[src/rtl/core_ctrl_gen.sv]
// Memory-mapped core control: pause/step FSM, stack bound
// detection with sticky W1C flags, and PC/SP readback.
module core_ctrl_gen #(
    parameter int DATA_W = 16,
    parameter int PC_W   = 15,
    parameter int STEP_W = 8
) (
    input  logic              i_clk,
    input  logic              i_rst,
    input  logic [2:0]        i_memAddr,
    input  logic [DATA_W-1:0] i_memDataIn,
    input  logic              i_memWrEn,
    output logic [DATA_W-1:0] o_memDataOut,
    input  logic [DATA_W-1:0] i_reportSP,
    input  logic [PC_W-1:0]   i_reportPC,
    input  logic              i_reportHLT,
    input  logic              i_reportRetire,
    output logic              o_doPause,
    output logic              o_intOVF,
    output logic              o_intUNF,
    output logic              o_stepping
);

    typedef enum logic [1:0] {
        ST_RUN,
        ST_PAUSED,
        ST_STEP
    } state_t;

    state_t            state_q, state_d;
    logic              ovf_en_q, ovf_en_d;
    logic              unf_en_q, unf_en_d;
    logic              halted_q, halted_d;
    logic              ovf_q, ovf_d;
    logic              unf_q, unf_d;
    logic [DATA_W-1:0] low_q, low_d;
    logic [DATA_W-1:0] high_q, high_d;
    logic [STEP_W-1:0] steps_q, steps_d;

    logic wr_ctrl, wr_stat, wr_low, wr_high, wr_steps;

    // Register write decode
    always_comb begin
        wr_ctrl  = i_memWrEn && (i_memAddr == 3'd0);
        wr_stat  = i_memWrEn && (i_memAddr == 3'd1);
        wr_low   = i_memWrEn && (i_memAddr == 3'd2);
        wr_high  = i_memWrEn && (i_memAddr == 3'd3);
        wr_steps = i_memWrEn && (i_memAddr == 3'd4);
    end

    // Next-state: FSM, step counter, setpoints, enables and flags
    always_comb begin
        state_d  = state_q;
        steps_d  = steps_q;
        ovf_en_d = ovf_en_q;
        unf_en_d = unf_en_q;
        low_d    = low_q;
        high_d   = high_q;

        // Retire accounting; last step lands in PAUSED on this edge
        if (state_q == ST_STEP && i_reportRetire) begin
            steps_d = steps_q - STEP_W'(1);
            if (steps_q == STEP_W'(1)) begin
                state_d = ST_PAUSED;
            end
        end

        // Count is frozen while a step run is in progress
        if (wr_steps && state_q != ST_STEP) begin
            steps_d = i_memDataIn[STEP_W-1:0];
        end

        if (wr_low) begin
            low_d = i_memDataIn;
        end
        if (wr_high) begin
            high_d = i_memDataIn;
        end

        if (wr_ctrl) begin
            ovf_en_d = i_memDataIn[1];
            unf_en_d = i_memDataIn[2];
            if (i_memDataIn[0]) begin
                state_d = ST_PAUSED;
            end else if (!i_memDataIn[3]) begin
                state_d = ST_RUN;
            end else if (state_q == ST_PAUSED && steps_q != '0) begin
                state_d = ST_STEP;
            end
        end

        // HLT beats any same-cycle CTRL write
        if (i_reportHLT) begin
            state_d = ST_PAUSED;
        end

        // Sticky flags: set beats a same-cycle clear
        halted_d = (halted_q & ~(wr_stat & i_memDataIn[0]))
                 | i_reportHLT;
        ovf_d    = (ovf_q & ~(wr_stat & i_memDataIn[1]))
                 | (ovf_en_q & (i_reportSP < low_q));
        unf_d    = (unf_q & ~(wr_stat & i_memDataIn[2]))
                 | (unf_en_q & (i_reportSP > high_q));
    end

    // State register with synchronous reset
    always_ff @(posedge i_clk) begin
        if (i_rst) begin
            state_q  <= ST_RUN;
            ovf_en_q <= 1'b0;
            unf_en_q <= 1'b0;
            halted_q <= 1'b0;
            ovf_q    <= 1'b0;
            unf_q    <= 1'b0;
            low_q    <= '0;
            high_q   <= '1;
            steps_q  <= '0;
        end else begin
            state_q  <= state_d;
            ovf_en_q <= ovf_en_d;
            unf_en_q <= unf_en_d;
            halted_q <= halted_d;
            ovf_q    <= ovf_d;
            unf_q    <= unf_d;
            low_q    <= low_d;
            high_q   <= high_d;
            steps_q  <= steps_d;
        end
    end

    // Combinational read mux
    always_comb begin
        o_memDataOut = '0;
        unique case (i_memAddr)
            3'd0: begin
                o_memDataOut[0] = (state_q == ST_PAUSED);
                o_memDataOut[1] = ovf_en_q;
                o_memDataOut[2] = unf_en_q;
            end
            3'd1: begin
                o_memDataOut[0] = halted_q;
                o_memDataOut[1] = ovf_q;
                o_memDataOut[2] = unf_q;
                o_memDataOut[3] = (state_q == ST_STEP);
            end
            3'd2: o_memDataOut = low_q;
            3'd3: o_memDataOut = high_q;
            3'd4: o_memDataOut[STEP_W-1:0] = steps_q;
            3'd5: o_memDataOut = {i_reportPC, 1'b0};
            3'd6: o_memDataOut = i_reportSP;
            default: o_memDataOut = '0;
        endcase
    end

    // Core-facing outputs
    always_comb begin
        o_doPause  = (state_q == ST_PAUSED);
        o_stepping = (state_q == ST_STEP);
        o_intOVF   = ovf_q & ovf_en_q;
        o_intUNF   = unf_q & unf_en_q;
    end

endmodule
[config.mk]
export PLATFORM = sky130hd
export DESIGN_NAME = core_ctrl_gen
export DESIGN_NICKNAME = d
export VERILOG_FILES = /design/src/rtl/core_ctrl_gen.sv
export SDC_FILE = /design/constraint.sdc
export NUM_CORES = 1
export LEC_CHECK = 0
export CORE_MARGIN = 2
export CORE_UTILIZATION = 45
export DETAILED_ROUTE_END_ITERATION = 6
export PLACE_DENSITY = 0.83
export SLEW_MARGIN = 10
export SYNTH_ARGS = -nofsm -noshare
export SYNTH_HDL_FRONTEND = slang
export SYNTH_SLANG_ARGS = --single-unit
[constraint.sdc]
create_clock -name i_clk -period 1.8 [get_ports i_clk]
set_input_delay 0.18 -clock i_clk [delete_from_list [all_inputs] [get_ports i_clk]]
set_output_delay 0.18 -clock i_clk [all_outputs]
set_load 0.1 [all_outputs]
## Yosys cells after proc, flatten, opt, wreduce, memory -nomap -nowiden

Index checks and enable logic that the tools add are counted.

- Magnitude comparators: 2
- Bitwise operators: 16
- Reduce and logical (&&, ||, !) cells: 12
- Muxes and demuxes: 13
- Equality and inequality tests: 10
- Add/subtract/negate cells: 1

Operator list:

| operator | count |
|---|---|
| 8-bit one-hot mux with 4 select lines | 1 |
| 3-bit one-hot mux with 7 select lines | 1 |
| 4-bit one-hot mux with 5 select lines | 1 |
| 16-bit > comparator | 1 |
| 16-bit less-than comparator | 1 |
| 8-bit two-way mux | 2 |
| 2-bit two-way mux | 6 |
| 1-bit AND | 10 |
| 3-bit equality test, second input constant | 3 |
| 8-bit by 1-bit equality test with 1-bit output, second input constant | 1 |
| 1-bit logical AND | 8 |
| 8-bit nonzero test | 1 |
| 8-bit by 1-bit subtractor with 8-bit output, second input constant | 1 |
| 3-bit by 2-bit equality test with 1-bit output, second input constant | 2 |
| 1-bit one-hot mux with 6 select lines | 1 |
| 3-bit by 1-bit equality test with 1-bit output, second input constant | 1 |
| 3-bit logical NOT | 1 |
| 1-bit NOT | 3 |
| 1-bit bitwise OR | 3 |
| 2-bit by 1-bit equality test with 1-bit output, second input constant | 1 |
| 2-bit equality test, second input constant | 1 |
| 2-bit inequality test, second input constant | 1 |
| 2-bit nonzero test | 1 |
| 2-bit OR reduction | 1 |
| 1-bit two-way mux | 1 |

- Bits in registers: 47
- Logic and storage cells: 64
- Input port bits: 55
- Output and inout bits: 20

## Longest topological paths before layout

Gate-level depths: netlist (run 1).

- Word-level depth: 8
- Mapped depth: 6

## Least setup slack after synthesis (run 1)

No wires, ideal clock.

- Kind: flip-flop to output port
- Start: register state_q[0]
- End: output port o_memDataOut[0]
- Setup slack: -1.404 ns
- Cell stages (with the launch flop): 4
- Arrival: 3.024 ns
- Data required time: 1.620 ns
- Buffers on the path: 0
- Cell sequence: dfxtp_1 nor2b_1 mux4_2 a22o_1

- Longest elaborated chain between the ends: 2

Ends and longest elaborated chain:

| what | line | RTL |
|---|---|---|
| start: declaration | 30 | `state_t state_q, state_d;` |
| start signal: assignment | 119 | `state_q <= state_d;` |
| 2-bit by 1-bit equality test with 1-bit output | -- |  |
| net o_doPause | 18 | `output logic o_doPause,` |
| 3-bit one-hot mux with 7 select lines | 134 | `unique case (i_memAddr)` |
| end: declaration | 13 | `output logic [DATA_W-1:0] o_memDataOut,` |

The timed path passes the listed nets, and every way through them passes these cells.

## Worst setup path in the final report (run 1)

- Start: register state_q[0]
- End: output port o_memDataOut[0]

- Longest elaborated chain between the ends: 2

Ends and longest elaborated chain:

| what | line | RTL |
|---|---|---|
| 2-bit by 1-bit equality test with 1-bit output | 136 | `o_memDataOut[0] = (state_q == ST_PAUSED);` |
| 3-bit one-hot mux with 7 select lines | 134 |  |

No other way between the ends.

==> impl_results.md, run 1 <==
* VDD IR-drop max at 0.000338 V
* Num Clock Sinks at 47
* Final worst setup slack at -0.0476 ns
* P_leak at 2.16 nW
* Detailed Routing Iterations Pass 1 at 7
* Nets at 649
* Worst min-delay path class: input port to flop
* Iteration-0 DRC Markers at 264
* Asr flop ratio synth at 0%
* Vias after detailed routing at 3930
* Area Overhead vs Synth at 48.5%
* Worst-skew pair later-pin latency at 0.31 ns
* Antenna-violating nets left at 0
* Minimum clock period at 1.85 ns
* IO Port Bufs at 74
* DIE WIDTH at 90.8 µm
* Max clock buf depth at 2
* CTS tree: done
* Ports at 75
* Global-route wire length before repair at 18900 µm
* Row cnt at 31
* Initial antenna violation count at 0
* Number of synthesized register bits at 47
* Placed insts at 649
* Via density at 5.95
* Total track usage at 28.3%
* Req. time, crit path at 1.62 ns
* CP Capture Type: output port
* Core area at 0.00729 mm²
* Post-synthesis cell area at 0.00339 mm²
* RSZ-0062 raised after global routing: true
* Share of layout cells above drive strength 1 at 21.7%
* Most common flop cell mapped by yosys: dfxtp_1
* Max incr delay on CP at 0.44 ns
* Starting density of the core at 46.5%
* CTS Buf Count at 5
* Reg clk slew, reported paths at 0.09 ns
* Routability congestion estimate at 0.909
* Synthesized net count at 525
* Slew Limit Fails at 0
* DP HPWL at 8830 µm
* Die Y at 90.8 µm
* Layout Skew at 0.0117 ns
* Final setup fails at 1
* CTS Root Cell: clkbuf_8
* Synth cell types at 54
* Mapped Cells at 437
* EDFF count, synth at 0
* Grt total ovfl at 0
* Utilization after layout at 69.1%
* Ant. Diodes at 0
* Setup TNS at -0.0476 ns
* Worst-path cell chain: nor2b_4 > mux4_2 > a22o_1 > buf_12
* Vias in the first global route at 3999
* Critical path class: flop to output port
* Critical Path Source Type: flop
* Status: finished, violations left
* Max-cap check violation count at 0
* Largest net degree at the start of global routing at 32
* CP max FO at 3
* Pre-CTS setup slack at -0.217 ns
* Syn avg cell area at 7.76 µm²
* Failing checks: negative setup slack
* Worst slew pin tran at 0.732 ns
* H-tree levels at 2
* Ys Warns at 0
* DRT Wirelength at 11800 µm
* Reg area at 946 µm²
* Filler instances at 549
* Crit path DAT at 1.67 ns
* Worst rel slew slack at 50.8%
* Die Area at 0.00825 mm²
* Highest-delay cell along the critical path: mux4_2
* Period utilization at 103%
* Power Dens Cells at 562 mW/mm²
* Post-route DRC violation count at 0
* Fmax at 0.541 GHz
* Layout Cells excl Fill at 661
* Area of the multi-input gates at 0.00224 mm²
* Sequential fraction of the synthesis area at 27.7%
* Final count of hold timing violations at 0
* DR WL/cell at 17.9 µm
[cells by family (layout without fill, tap and decap cells)]
family                     Yosys count  in the layout  share of synthesized area (%)
AOI/OAI and AO/OA                  126            126                           24.5
adders and majority gates           33             33                           12.2
buffers and inverters               64            189                           8.26
DFF                                 47             47                           27.7
muxes                               17             17                           6.16
and+or+nand+nor                    150            150                           21.1
[layout make-up]
cell class              count  share of cell area, %
well taps                  99                   2.46
inverters                  41                   3.06
clock buffers               7                   1.71
repair buffers            140                   29.4
clock inverters             1                  0.174
flip-flops and latches     47                   18.8
multi-input cells         326                   44.5
[cells in the final DEF (no fill, tap or decap), types with 2 or more instances in the layout]
cell type and count:
buf_6 2, a22oi_1 3, dlygate4sd2_1 2, nand2b_1 5, inv_1 39, buf_12 23
buf_4 60, and3_1 3, nand4_1 5, a221o_1 4, o21ai_0 22, o21ai_2 3
nand3_1 9, nor2b_2 3, a21o_1 2, nand2_1 78, nor4_1 3, dfxtp_1 43
ha_1 33, and3b_1 2, nor2_1 20, mux4_2 3, a31oi_1 6, clkbuf_8 6
a21oi_1 42, nor2b_1 2, a22o_1 12, mux2i_1 13, o211ai_1 16, a221oi_1 2
a31oi_4 2, clkdlybuf4s50_1 50, nor3_1 5, and2_1 4, nand3b_1 2, dfxtp_2 4
[power by group]
| group | total, W | internal (W) | switching, W |
|---|---|---|---|
| clock network | 0.000690 | 0.000315 | 0.000374 |
| logic | 0.00105 | 0.000473 | 0.000579 |
| registers | 0.00109 | 0.00107 | 0.0000229 |
| total | 0.00283 | 0.00186 | 0.000976 |
[synthesized netlist by cell type (all sizes together) (5+ instances only)]
| cell | instances | area share (%) |
|---|---|---|
| clkbuf | 6 | 0.70 |
| nand4 | 5 | 0.92 |
| ha | 33 | 12 |
| nor2 | 20 | 2.2 |
| nand2 | 78 | 8.6 |
| nand3 | 9 | 1.3 |
| o211ai | 16 | 3.5 |
| nor2b | 6 | 1.2 |
| mux2i | 13 | 3.8 |
| buf | 17 | 3.0 |
| o21ai | 26 | 3.8 |
| a31oi | 8 | 1.9 |
| a21oi | 42 | 6.2 |
| nand2b | 5 | 0.92 |
| dfxtp | 47 | 28 |
| nor3 | 5 | 0.74 |
| a22o | 12 | 3.1 |
| inv | 40 | 4.4 |
[critical path: cells and delay by family (launching register included)]
family                 cells  cell delay [ns]
AOI/OAI and AO/OA          1             0.27
buffers and inverters      1             0.18
DFF                        1             0.34
muxes                      1             0.44
and+or+nand+nor            1             0.12
[metrics by stage]
stage	hold WS (ns)	power [W]	cell area [µm²]
3_5_place_dp	0.459	0.00213	4860
3_3_place_gp	0.447	0.00210	4860
5_1_grt	0.457	0.00292	5040
4_1_cts	0.443	0.00281	4990
6_report	0.441	0.00283	5040
2_1_floorplan	0.297	0.00165	3420
[worst paths after layout]
| check | startpoint | end | slack, ns | cells past startpoint |
|---|---|---|---|---|
| max | state_q[0] | o_memDataOut[0] | -0.05 | 4 |
| min | i_memDataIn[10] | low_q[10] | 0.44 | 3 |
| max reg2reg | high_q[13] | unf_q | 0.03 | 6 |
| min reg2reg | low_q[3] | low_q[3] | 0.47 | 2 |
[registers in the layout, summed over array words and instances, names as in the netlist]
| register | cells |
|---|---|
| unf_q | 1 |
| ovf_en_q | 1 |
| ovf_q | 1 |
| steps_q | 8 |
| low_q | 16 |
| halted_q | 1 |
| high_q | 16 |
| unf_en_q | 1 |
| state_q | 2 |
[repair_timing]
action / CTS / global route
pin swaps: 2 / 1
hold endpoints to repair: 0 / 0
hold buffers: 0 / 0
gates resized for setup: 11 / 12
gates cloned: 1 / 0
buffers inserted: 3 / 0
endpoints found under the setup margin: 16 / 9
[per-layer routing]
| metal | routed length (µm) | vias to the layer above | GRT usage [%] |
|---|---|---|---|
| met5 | 0 | - | 0 |
| met4 | 320 | 0 | 12.5 |
| met3 | 924 | 43 | 5.18 |
| met2 | 5760 | 215 | 48.6 |
| met1 | 4800 | 1870 | 34.4 |
| li1 | - | 1802 | - |
(Power assumes the default switching activity.)
==> run 2: changes to the inputs <==
CORE_UTILIZATION = 50   (was 45)
TNS_END_PERCENT = 100   (was unset)
==> run 2 against run 1 <==
Effect of this change: the flow still finishes with violations (negative setup slack); design area down 1.8%; routed wire length down 5.7%; sequential cell count unchanged; global-route usage up 1.6 points; total power down 2.1%; combinational power about the same; maximum frequency up 0.94%; via count down 2.7%; die area down 9.6%; final cell count down 3.3%; highest routed layer unchanged.
==> impl_results.md, run 2 (synthesis results as in run 1) <==
* CTS Root Cell: clkbuf_8
* Critical path class: flop to output port
* Die Y at 86.4 µm (-4.9%)
* VDD IR-drop max at 0.000341 V (+0.80%)
* Buf/Inv on CP at 1 (unchanged)
* Worst min-delay path class: input port to flop
* Grt total ovfl at 0 (unchanged)
* DR WL/cell at 17.4 µm (-2.4%)
* Status: finished, violations left
* Max incr delay on CP at 0.44 ns (about the same)
* Final count of hold timing violations at 0 (unchanged)
* Final setup fails at 1 (unchanged)
* Top flop regs: high_q x16, low_q x16, steps_q x8
* Ant. Diodes at 0 (unchanged)
* Max clock buf depth at 2 (unchanged)
* Pre-CTS setup slack at -0.240 ns (-0.0232 ns)
* Num Clock Sinks at 47 (unchanged)
* Vias in the first global route at 3751 (-6.2%)
* CP Capture Type: output port
* Core area at 0.00668 mm² (-8.4%)
* IO Port Bufs at 74 (unchanged)
* Reg2Reg Depth at 5 (-1)
* Starting density of the core at 50.8% (+4.3 points)
* Detailed Routing Iterations Pass 1 at 5 (-2)
* Slew Limit Fails at 0 (unchanged)
* Worst rel slew slack at 58.4% (+7.6 points)
* Area Overhead vs Synth at 45.9%
* Critical Path Source Type: flop
* Antenna-violating nets left at 0 (unchanged)
* Utilization after layout at 74.0% (+5.0 points)
* WHS Path Cells at 3 (unchanged)
* DIE WIDTH at 86.4 µm (-4.9%)
* Post-route DRC violation count at 0 (unchanged)
* Failing checks: negative setup slack
* DRT Wirelength at 11100 µm (-5.7%)
* Power Dens Cells at 561 mW/mm² (-0.33%)
* Max-cap check violation count at 0 (unchanged)
* Share of layout cells above drive strength 1 at 20.8% (-0.96 points)
* Crit path DAT at 1.65 ns (-0.02 ns)
* DP Area at 0.00478 mm² (-1.7%)
* Iteration-0 DRC Markers at 339 (+28%)
* Nets at 646 (-0.46%)
* Fmax at 0.546 GHz (+0.94%)
* RSZ-0062 raised after global routing: true
* Initial antenna violation count at 0 (unchanged)
* Ports at 75 (unchanged)
* Layout Cells excl Fill at 639 (-3.3%)
* Row cnt at 30 (-3.2%)
* R2r endpoint: ovf_q
* Minimum clock period at 1.83 ns (-0.0172 ns)
* Via density at 5.98 (+0.60%)
* Highest-delay cell along the critical path: mux4_2
* Vias after detailed routing at 3822 (-2.7%)
* Die Area at 0.00746 mm² (-9.6%)
* Period utilization at 102% (-0.96 points)
* HP Start: i_memDataIn[12]
* Final instance area at 0.00495 mm² (-1.8%)
* Setup TNS at -0.0303 ns (+0.0172 ns)
* FF-to-FF Start: low_q[1]
* Worst-path cell chain: nor2b_4 > mux4_2 > a22o_1 > buf_12
* Layout Skew at 0.00856 ns (-0.00310 ns)
* Largest delay share family, worst path: multiplexers
* Leading cell type in the layout, fill and taps excluded: nand2_1
* CTS Buf Count at 5 (unchanged)
* Endpoint, Worst Hold: low_q[12]
* Most frequent cells in the layout: 78 x nand2_1, 58 x buf_4, 51 x clkdlybuf4s50_1, 42 x a21oi_1, 42 x dfxtp_1
* Reg clk slew, reported paths at 0.09 ns (about the same)
* Worst-skew pair later-pin latency at 0.31 ns (about the same)
* P_leak at 2.12 nW (-2.0%)
* Final worst setup slack at -0.0303 ns (+0.0172 ns)
* H-tree levels at 2 (unchanged)
* CP max FO at 3 (unchanged)
* Largest net degree at the start of global routing at 21 (-34%)
* Worst reg-to-reg setup slack at 0.07 ns (+0.04 ns)
* Filler instances at 470 (-14%)
* Req. time, crit path at 1.62 ns (about the same)
* Crit path depth at 4 (unchanged)
* Worst slew pin tran at 0.618 ns (-0.114 ns)
* CTS tree: done
* Total track usage at 29.9% (+1.6 points)
* Routability congestion estimate at 0.957 (+5.3%)
* Placed insts at 624 (-3.9%)
* DP HPWL at 8530 µm (-3.4%)
* Global-route wire length before repair at 17800 µm (-5.9%)
-- run 2: repair_timing --
action,4_1_cts,5_1_grt
buffers inserted,4,2
gates cloned,1,0
gates resized for setup,7,14
pin swaps,2,4
hold buffers,0,0
endpoints found under the setup margin,16,10
-- run 2: tightest hold or removal path: stages --
cell             delay, ns
clkdlybuf4s50_1       0.43
nand2_1               0.07
a21oi_1               0.05
-- run 2: per-stage QoR --
| step | hold WS, ns | total power, W |
|---|---|---|
| after global placement | 0.447 | 0.00209 |
| final | 0.453 | 0.00277 |
| after floorplan | 0.297 | 0.00165 |
| after global routing | 0.493 | 0.00286 |
| after CTS | 0.465 | 0.00275 |
| after detailed placement | 0.464 | 0.00211 |
-- run 2: how the worst max path moves through the flow --
stage                        start              end  slack [ns]
floorplan               state_q[0]  o_memDataOut[0]       -0.40
finish                  state_q[0]  o_memDataOut[0]       -0.03
CTS                     state_q[0]  o_memDataOut[0]       -0.03
detailed placement  i_reportSP[15]            ovf_q       -0.24
global route            state_q[0]  o_memDataOut[0]       -0.07
global placement     i_reportSP[1]            ovf_q       -0.22
-- run 2: where the power goes --
group | switching (W) | internal [W]
sequential | 0.0000235 | 0.00107
clock | 0.000374 | 0.000274
combinational | 0.000570 | 0.000464
total | 0.000968 | 0.00181
-- run 2: layer usage --
metal / vias to the layer above / track usage (%) / share of wire (%)
li1: 1799 / - / -
met1: 1803 / 37.2 / 41
met2: 193 / 52.7 / 50
met3: 27 / 4.19 / 7.1
met4: 0 / 10.2 / 2.3
met5: - / 0 / 0
-- run 2: area by class of cell --
type | instances | area, µm² | area share, %
multi-input cells | 326 | 2220 | 45.0
repair buffers | 137 | 1440 | 29.1
flip-flops and latches | 47 | 950 | 19.2
inverters | 41 | 154 | 3.11
well taps | 80 | 100 | 2.02
clock buffers | 7 | 76.3 | 1.54
clock inverters | 1 | 5.00 | 0.101
